--- config.mk ---
export PLATFORM = sky130hd
export DESIGN_NAME = fp_norm_round
export DESIGN_NICKNAME = d
export VERILOG_FILES = /design/src/rtl/fp_norm_round.sv
export SDC_FILE = /design/constraint.sdc
export NUM_CORES = 1
export LEC_CHECK = 0
export BUFFER_PORTS_ARGS = -buffer_cell sky130_fd_sc_hd__clkbuf_2
export CAP_MARGIN = 5
export CORE_MARGIN = 2
export CORE_UTILIZATION = 45
export DETAILED_ROUTE_END_ITERATION = 8
export PLACE_DENSITY = 0.67
export SLEW_MARGIN = 20
export SYNTH_ARGS = -nofsm -noshare
export SYNTH_HDL_FRONTEND = slang
export SYNTH_SLANG_ARGS = --single-unit
--- constraint.sdc ---
create_clock -name clk -period 2.81 [get_ports clk]
set_clock_uncertainty 0.1 [all_clocks]
set_input_delay 0.1405 -clock clk [delete_from_list [all_inputs] [get_ports clk]]
set_output_delay 0.1405 -clock clk [all_outputs]
set_load 0.05 [all_outputs]
--- src/rtl/fp_norm_round.sv ---
// Normalize-and-round stage of the FP add/sub datapath: iterative one-bit normalization, RNE rounding, IEEE single packing.
// Optional build macro FP_NORM_FTZ_EN flushes subnormal results to signed zero.
module fp_norm_round #(
    parameter int EXP_W  = 8,
    parameter int FRAC_W = 23
) (
    input  logic                    clk,
    input  logic                    reset_n,
    input  logic                    in_valid,
    output logic                    in_ready,
    input  logic                    in_sign,
    input  logic [EXP_W-1:0]        in_exp,
    input  logic [FRAC_W+1:0]       in_mant,
    input  logic [2:0]              in_grs,
    output logic                    out_valid,
    input  logic                    out_ready,
    output logic [EXP_W+FRAC_W:0]   out_result,
    output logic                    out_overflow,
    output logic                    out_underflow,
    output logic                    out_inexact,
    output logic                    busy
);

    localparam int MW  = FRAC_W + 2;
    localparam int IEW = EXP_W + 1;
    localparam logic [IEW-1:0] EXP_MAX = {1'b0, {EXP_W{1'b1}}};
    localparam logic [IEW-1:0] EXP_ONE = IEW'(1);

    // Handshake: a transfer happens on a rising edge where valid and ready are both high;
    // out_valid and the result stay constant until that transfer occurs.
    typedef enum logic [1:0] {IDLE, NORM, ROUND, DONE} state_t;

    state_t          state_q, state_d;
    logic            sign_q;
    logic [IEW-1:0]  exp_q;
    logic [MW-1:0]   mant_q;
    logic            g_q, r_q, s_q;
    logic            tiny_q;
    logic            inf_q;

    logic                  is_zero;
    logic                  inc;
    logic [MW-1:0]         sum;
    logic [MW-1:0]         rmant;
    logic [IEW-1:0]        rexp;
    logic [IEW-1:0]        field;
    logic [EXP_W+FRAC_W:0] res_d;
    logic                  ovf_d, unf_d, inx_d;

    assign is_zero  = (mant_q == '0) && !g_q && !r_q && !s_q;
    assign in_ready = (state_q == IDLE);
    assign busy     = (state_q != IDLE);

    always_ff @(posedge clk or negedge reset_n) begin
        if (!reset_n) state_q <= IDLE;
        else          state_q <= state_d;
    end

    // Zero and infinity pass through ROUND so every non-shifting case has the same latency.
    always_comb begin
        state_d = state_q;
        case (state_q)
            IDLE:  if (in_valid) state_d = NORM;
            NORM: begin
                if (is_zero || inf_q || mant_q[MW-1] || mant_q[FRAC_W] || exp_q <= EXP_ONE)
                    state_d = ROUND;
            end
            ROUND: state_d = DONE;
            DONE:  if (out_ready) state_d = IDLE;
            default: state_d = IDLE;
        endcase
    end

    always_comb begin
        inc   = g_q & (r_q | s_q | mant_q[0]);
        sum   = mant_q + MW'(inc);
        rmant = sum;
        rexp  = exp_q;
        if (sum[MW-1]) begin
            rmant = sum >> 1;
            rexp  = exp_q + EXP_ONE;
        end
        // Exponents 0 and 1 share the subnormal scale, so a round-up into the hidden bit lands on field 1.
        field = '0;
        if (rmant[FRAC_W]) field = (rexp == '0) ? EXP_ONE : rexp;
        inx_d = g_q | r_q | s_q;
        ovf_d = 1'b0;
        res_d = {sign_q, field[EXP_W-1:0], rmant[FRAC_W-1:0]};
        if (rexp >= EXP_MAX) begin
            res_d = {sign_q, {EXP_W{1'b1}}, {FRAC_W{1'b0}}};
            ovf_d = 1'b1;
            inx_d = 1'b1;
        end
        unf_d = tiny_q & inx_d;
`ifdef FP_NORM_FTZ_EN
        if (field == '0 && rmant[FRAC_W-1:0] != '0) begin
            res_d = {sign_q, {(EXP_W+FRAC_W){1'b0}}};
            unf_d = 1'b1;
            inx_d = 1'b1;
        end
`endif
        if (is_zero) begin
            res_d = {sign_q, {(EXP_W+FRAC_W){1'b0}}};
            ovf_d = 1'b0;
            unf_d = 1'b0;
            inx_d = 1'b0;
        end else if (inf_q) begin
            res_d = {sign_q, {EXP_W{1'b1}}, {FRAC_W{1'b0}}};
            ovf_d = 1'b1;
            unf_d = 1'b0;
            inx_d = 1'b0;
        end
    end

    always_ff @(posedge clk or negedge reset_n) begin
        if (!reset_n) begin
            sign_q <= 1'b0;
            exp_q  <= '0;
            mant_q <= '0;
            g_q    <= 1'b0;
            r_q    <= 1'b0;
            s_q    <= 1'b0;
            tiny_q <= 1'b0;
            inf_q  <= 1'b0;
        end else begin
            case (state_q)
                IDLE: begin
                    if (in_valid) begin
                        sign_q <= in_sign;
                        exp_q  <= {1'b0, in_exp};
                        mant_q <= in_mant;
                        g_q    <= in_grs[2];
                        r_q    <= in_grs[1];
                        s_q    <= in_grs[0];
                        tiny_q <= 1'b0;
                        inf_q  <= &in_exp;
                    end
                end
                NORM: begin
                    if (!is_zero && !inf_q) begin
                        if (mant_q[MW-1]) begin
                            mant_q <= mant_q >> 1;
                            g_q    <= mant_q[0];
                            r_q    <= g_q;
                            s_q    <= r_q | s_q;
                            exp_q  <= exp_q + EXP_ONE;
                        end else if (!mant_q[FRAC_W] && exp_q > EXP_ONE) begin
                            mant_q <= {mant_q[MW-2:0], g_q};
                            g_q    <= r_q;
                            r_q    <= 1'b0;
                            exp_q  <= exp_q - EXP_ONE;
                        end else if (!mant_q[FRAC_W]) begin
                            tiny_q <= 1'b1;
                        end
                    end
                end
                default: ;
            endcase
        end
    end

    // Result registers change only on the edge that enters DONE.
    always_ff @(posedge clk or negedge reset_n) begin
        if (!reset_n) begin
            out_valid     <= 1'b0;
            out_result    <= '0;
            out_overflow  <= 1'b0;
            out_underflow <= 1'b0;
            out_inexact   <= 1'b0;
        end else if (state_q == ROUND) begin
            out_valid     <= 1'b1;
            out_result    <= res_d;
            out_overflow  <= ovf_d;
            out_underflow <= unf_d;
            out_inexact   <= inx_d;
        end else if (state_q == DONE && out_ready) begin
            out_valid     <= 1'b0;
        end
    end

endmodule

==> results of run 1 <==
synth_stat cells, types with 3 or more instances:
| cell type | instances | share of area [%] |
|---|---|---|
| buf_4 | 8 | 1.1 |
| o2bb2ai_1 | 4 | 0.63 |
| o221ai_1 | 6 | 0.95 |
| mux2_2 | 6 | 1.2 |
| buf_6 | 5 | 1.0 |
| or2_2 | 3 | 0.34 |
| nand3_1 | 18 | 1.6 |
| o21ai_0 | 64 | 5.8 |
| a21oi_1 | 34 | 3.1 |
| ha_1 | 8 | 1.8 |
| mux2i_1 | 17 | 3.1 |
| o22ai_1 | 4 | 0.45 |
| buf_2 | 5 | 0.45 |
| clkbuf_1 | 33 | 2.2 |
| dfrtp_1 | 78 | 35 |
| nor2_1 | 41 | 2.8 |
| a2bb2oi_1 | 4 | 0.63 |
| nand2_1 | 88 | 5.9 |
| nor3_1 | 10 | 0.90 |
| xnor2_1 | 18 | 2.8 |
| a31oi_1 | 4 | 0.45 |
| nor4_1 | 11 | 1.2 |
| o2bb2ai_2 | 20 | 5.4 |
| a211oi_1 | 4 | 0.54 |
| and3_1 | 7 | 0.79 |
| o31ai_1 | 3 | 0.41 |
| o32a_1 | 6 | 1.1 |
| a211o_1 | 3 | 0.47 |
| or3_1 | 3 | 0.34 |
| inv_1 | 23 | 1.6 |
| xor2_1 | 14 | 2.2 |
| nand4_1 | 15 | 1.7 |
| buf_1 | 6 | 0.41 |
| o211ai_1 | 21 | 2.8 |
sequential cells by signal, summed over array words and instances (netlist names):
name and flops:
g_q 1, exp_q 9, mant_q 25, tiny_q 1
r_q 1, out_result 32, inf_q 1, out_valid 1
s_q 1, out_overflow 1, state_q 2, out_underflow 1
out_inexact 1, sign_q 1
area by class of cell:
| cell class | count | area [sq um] |
|---|---|---|
| fillers | 1069 | 4984 |
| multi-input cells | 479 | 3364 |
| clock buffers | 12 | 266.5 |
| well taps | 147 | 183.9 |
| inverters | 24 | 92.59 |
| flip-flops and latches | 78 | 1953 |
| clock inverters | 4 | 53.80 |
| repair buffers | 158 | 1114 |
worst max-delay path: stages, from the launching register on:
cell	delay, ns
dfrtp_1	0.35
and2_4	0.16
ha_4	0.14
inv_4	0.05
or4_4	0.55
nor3_4	0.29
o21ai_2	0.10
xnor2_2	0.17
or3_4	0.44
clkbuf_16	0.20
o2bb2ai_2	0.14
power breakdown:
| part | switching (mW) | leakage (nW) | total [mW] | internal [mW] |
|---|---|---|---|---|
| Combinational | 3.56 | 1.82 | 5.65 | 2.09 |
| Sequential | 0.521 | 0.975 | 2.15 | 1.63 |
| Clock | 0.490 | 0.151 | 1.25 | 0.762 |
layer usage:
| layer | wire length, microns | vias up | GRT usage, % |
|---|---|---|---|
| met1 | 6742 | 2536 | 33.26 |
| met2 | 8351 | 214 | 41.76 |
| met4 | 463 | 0 | 11.97 |
| met5 | 0 | - | 0 |
| li1 | - | 2541 | - |
| met3 | 1070 | 30 | 3.690 |
path summary, 6_finish.rpt:
path,from,to,slack (ns),cells after the start
min in group asynchronous,reset_n,out_result[3]$_DFFE_PN0P_,0.22,2
max in group asynchronous,reset_n,mant_q[0]$_DFFE_PN0P_,1.71,3
hold reg to reg,out_result[10]$_DFFE_PN0P_,out_result[10]$_DFFE_PN0P_,0.39,1
setup reg to reg,mant_q[0]$_DFFE_PN0P_,out_result[14]$_DFFE_PN0P_,0.04,10
setup / recovery,mant_q[0]$_DFFE_PN0P_,out_result[14]$_DFFE_PN0P_,0.04,10
hold / removal,in_mant[17],mant_q[17]$_DFFE_PN0P_,-0.0004,3
logic make-up after synthesis:
logic type               synth area share [%]
flip-flops                              35.15
adder cells (fa/ha/maj)                 1.803
AO/OA/AOI/OAI                           26.32
XOR/XNOR                                5.047
multiplexers                            4.281
AND/OR/NAND/NOR                         19.63
buffers and inverters                   7.774
placed cells by master (no fill, tap or decap), drive strengths merged, types with 3 or more instances in the layout:
| master | instances |
|---|---|
| a211o | 3 |
| a211oi | 4 |
| a21oi | 34 |
| a2bb2oi | 4 |
| a31oi | 4 |
| and2 | 3 |
| and3 | 7 |
| buf | 60 |
| clkbuf | 91 |
| dfrtp | 78 |
| dlygate4sd3 | 19 |
| ha | 8 |
| inv | 23 |
| mux2 | 6 |
| mux2i | 17 |
| nand2 | 88 |
| nand3 | 18 |
| nand4 | 17 |
| nor2 | 41 |
| nor3 | 11 |
| nor4 | 13 |
| o211ai | 21 |
| o21ai | 66 |
| o221ai | 6 |
| o22ai | 4 |
| o2bb2ai | 24 |
| o31ai | 4 |
| o32a | 6 |
| or2 | 3 |
| or3 | 5 |
| or4 | 3 |
| xnor2 | 18 |
| xor2 | 14 |
stage by stage:
| step | hold slack, ns | instances | util (%) | power, mW |
|---|---|---|---|---|
| 2_1_floorplan | -0.2551 | 642 | - | 6.023 |
| 3_3_place_gp | 0.06726 | 859 | 51.99 | 7.250 |
| 3_5_place_dp | 0.06814 | 859 | 51.99 | 7.382 |
| 4_1_cts | 0.001004 | 894 | 56.24 | 8.693 |
| 5_1_grt | 0.01847 | 902 | 58.51 | 9.689 |
| 6_report | -0.0003746 | 902 | 58.51 | 9.053 |
repair_timing:
item | CTS | global route
buffers inserted | 0 | 6
endpoints found under the setup margin | 0 | 30
endpoints found under the hold margin | 56 | 0
gates resized for setup | 0 | 23
hold buffers | 19 | 0
==> summary.md, run 1 <==
| Metric | Value |
|---|---|
| CTS tree | `yes` |
| DRC | `0` |
| Clk buf depth | `2` |
| DP Worst Slack | `0.05421 ns` |
| Initial core utilization | `46.23%` |
| Die X | `115.1 microns` |
| Average vias per placed instance | `5.899` |
| Final ANT Viol Nets | `0` |
| Pins Over Slew Limit | `0` |
| CTS Buf Count | `9` |
| Total wire length | `16630 microns` |
| P_leak | `2.946 nW` |
| Pwr Density | `1288 mW/mm^2` |
| Area grow syn2layout | `26.57%` |
| DR iter-0 viols | `456` |
| Rows | `40` |
| FF+latch count, synth | `78` |
| Failing checks | `hold timing` |
| Final period util | `98.54%` |
| Sequential area share after synthesis | `35.15%` |
| Worst skew pair latency | `0.35 ns` |
| Max IR drop VDD | `0.7072 mV` |
| Port Buf Inserts | `78` |
| Min-delay worst type | `in2reg` |
| CP startpoint kind | `register` |
| Sink Count | `78` |
| I/O pin count | `79` |
| Measured slew at the worst slew-check pin | `0.5658 ns` |
| Antenna violations before repair | `0` |
| Layout cells sized above 1 | `28.74%` |
| Slew headroom | `62.28%` |
| Final instance area | `0.007028 sq mm` |
| RSZ-0062 raised after global routing | `yes` |
| Minimum clock period | `2.769 ns` |
| Die Y | `115.1 microns` |
| Fin worst setup slack | `0.04105 ns` |
| Req. time, crit path | `2.99 ns` |
| Outcome | `complete, but fails checks` |
| H-tree levels | `3` |
| Arr. time, crit path | `2.95 ns` |
| Ys flop type | `dfrtp_1` |
| WHS | `-0.0003746 ns` |
| Syn_area_per_cell | `8.649 sq um` |
| Antenna cells | `0` |
| 1st-pass router iterations | `5` |
| Yosys cell types | `70` |
| Final estimated routing congestion in global placement | `0.9572` |
| Core area | `0.01201 sq mm` |
| DPL Wire Length | `11630 microns` |
| Vias in the first global route | `5036` |
| Asr flop ratio synth | `100.0%` |
| Syn Inst Count | `642` |
| Setup violations, final | `0` |
| Syn nets | `691` |
| Die area | `0.01324 sq mm` |
| Setup TNS | `0 ns` |
| Clk slew on worst S/H paths | `0.06 ns` |
| Final hold violations | `1` |
| Final net count | `799` |
| Global Route Usage Sum | `25.47%` |
| Max Clk Rate | `0.3611 GHz` |
| CP endpoint kind | `register` |
| CTS root buffer | `clkbuf_16` |
| First-pass GRT wire length | `26160 microns` |
| Post-Synthesis Cell Area | `0.005553 sq mm` |
| EDFF count, synth | `0` |
| Vias post-DR | `5321` |
| Largest net degree at the start of global routing | `60` |
| Ys Warns | `0` |
| Maximum capacitance violations | `0` |
| CP Class | `reg2reg` |
| Gr ovfl total | `0` |
| Placed Area | `0.006245 sq mm` |
| WL per Instance | `18.43 microns` |
| Crit path max fanout | `11` |
Power figures use the tool's default switching activity.
==> run 2, diff against run 1 <==
--- a/config.mk
+++ b/config.mk
@@ -5,7 +5,7 @@
 export SDC_FILE = /design/constraint.sdc
 export NUM_CORES = 1
 export LEC_CHECK = 0
-export BUFFER_PORTS_ARGS = -buffer_cell sky130_fd_sc_hd__clkbuf_2
+export BUFFER_PORTS_ARGS = -buffer_cell sky130_fd_sc_hd__buf_4
 export CAP_MARGIN = 5
 export CORE_MARGIN = 2
 export CORE_UTILIZATION = 45
==> run 2 against run 1 <==
The run now ends clean. Clock-buffer cell count is 1 lower. Total power shrank 0.18%. Setup slack lost 0.0072 ns. Largest power group unchanged. Sequential power barely moved.
==> summary.md, run 2 (synthesized netlist as in run 1, its figures left out) <==
| Metric | Value |
|---|---|
| Outcome | `complete, no violations` |
| WHS | `0.01029 ns` |
| GRT met1 Usage | `32.15%` |
| Port Buf Inserts | `78` |
| Req. time, crit path | `2.98 ns` |
| Clk buf depth | `2` |
| I/O pin count | `79` |
| Die area | `0.01324 sq mm` |
| CP Class | `reg2reg` |
| Largest Register | `out_result` |
| Min-delay src | `in_mant[12]` |
| Total Power | `9.036 mW` |
| Core area | `0.01201 sq mm` |
| Rows | `40` |
| Crit path max fanout | `11` |
| Antenna violations before repair | `0` |
| Initial core utilization | `46.23%` |
| Largest net degree at the start of global routing | `65` |
| Area grow syn2layout | `28.37%` |
| Routing usage on met3 | `5.430%` |
| Vias in the first global route | `5387` |
| RSZ-0062 raised after global routing | `yes` |
| CP endpoint kind | `register` |
| DP Worst Slack | `0.03144 ns` |
| Minimum clock period | `2.776 ns` |
| WL per Instance | `18.66 microns` |
| Final net count | `801` |
| Global Route Usage Sum | `25.87%` |
| Measured slew at the worst slew-check pin | `0.8674 ns` |
| Setup violations, final | `0` |
| Max Clk Rate | `0.3602 GHz` |
| CTS root buffer | `clkbuf_16` |
| DRC | `0` |
| First-pass GRT wire length | `26990 microns` |
| Largest registers | `out_result (32), mant_q (25), exp_q (9)` |
| Layout cells sized above 1 | `29.10%` |
| Max reg flops | `32` |
| Pins Over Slew Limit | `0` |
| Die X | `115.1 microns` |
| Average vias per placed instance | `5.952` |
| Worst setup path start | `mant_q[15]$_DFFE_PN0P_` |
| 1st-pass router iterations | `5` |
| Sink Count | `78` |
| Final estimated routing congestion in global placement | `0.9335` |
| Grt peak-use layer | `met2` |
| Max IR drop VDD | `0.6411 mV` |
| Commonest non-fill, non-tap cell in the layout | `buf_4` |
| Final hold violations | `0` |
| Pwr Density | `1268 mW/mm^2` |
| Global-route met2 utilization | `44.39%` |
| Vias post-DR | `5375` |
| Worst skew pair latency | `0.35 ns` |
| Gr ovfl total | `0` |
| Maximum capacitance violations | `0` |
| Post-route insts no fill | `903` |
| Slew headroom | `42.17%` |
| Min-delay worst type | `in2reg` |
| CTS tree | `yes` |
| Die Y | `115.1 microns` |
| R2r startpoint | `mant_q[15]$_DFFE_PN0P_` |
| DPL Wire Length | `11870 microns` |
| Final ANT Viol Nets | `0` |
| Commonest non-fill, non-tap cells in the layout | `133 x buf_4, 87 x nand2_1, 77 x dfrtp_1` |
| Antenna cells | `0` |
| Final period util | `98.80%` |
| H-tree levels | `3` |
| CP startpoint kind | `register` |
| Arr. time, crit path | `2.95 ns` |
| P_leak | `2.967 nW` |
| Placed cells | `863` |
| CTS Buf Count | `9` |
| Fin worst setup slack | `0.03383 ns` |
| Clk slew on worst S/H paths | `0.06 ns` |
| Total wire length | `16850 microns` |
| DR iter-0 viols | `421` |
## run 2: layout make-up
cell class,instances,area (sq um)
Clock buffer,11,242.7
Clock inverter,4,47.55
Fill cell,1052,4883
Inverter,24,92.59
Multi-Input combinational cell,479,3288
Sequential cell,78,1953
Tap cell,147,183.9
Timing Repair Buffer,160,1320
## run 2: worst paths after layout
path                                                   end  slack, ns  cells after the start
worst max-delay path             out_result[5]$_DFFE_PN0P_       0.03                      8
worst min-delay path                mant_q[12]$_DFFE_PN0P_       0.01                      3
worst max register to register   out_result[5]$_DFFE_PN0P_       0.03                      8
worst min register to register       out_valid$_DFFE_PN0P_       0.39                      2
max in group asynchronous       out_result[24]$_DFFE_PN0P_       1.59                      3
min in group asynchronous        out_result[1]$_DFFE_PN0P_       0.35                      2
## run 2: timing repair
item / in CTS / in global routing
hold endpoints to repair: 79 / 0
hold buffers: 20 / 0
setup buffers: 0 / 3
setup endpoints to repair: 0 / 33
resized for setup: 0 / 21
## run 2: per-layer routing
| layer | part of all wire (%) | vias to the layer above |
|---|---|---|
| met5 | 0 | - |
| met1 | 41 | 2550 |
| met2 | 49 | 231 |
| met3 | 6.7 | 42 |
| met4 | 2.9 | 0 |
| li1 | - | 2552 |
## run 2: through the flow
stage,setup TNS (ns),utilization (%),area (sq um)
2_1_floorplan,0,-,5568
3_3_place_gp,0,53.95,6480
4_1_cts,0,58.03,6970
6_report,0,59.34,7128
5_1_grt,-1.733,59.34,7128
3_5_place_dp,0,53.95,6480
## run 2: worst max-delay path: stages (launching register included)
cell	delay [ns]
dfrtp_1	0.36
nand4_1	0.31
or4_4	0.65
nor3_4	0.23
o21ai_2	0.11
xnor2_2	0.19
or3_4	0.40
clkbuf_16	0.20
o2bb2ai_2	0.14
## run 2: report_power, final
part | switching (mW) | leakage [nW] | internal (mW)
sequential | 0.496 | 0.975 | 1.63
clock | 0.468 | 0.141 | 0.704
combinational | 3.55 | 1.85 | 2.19
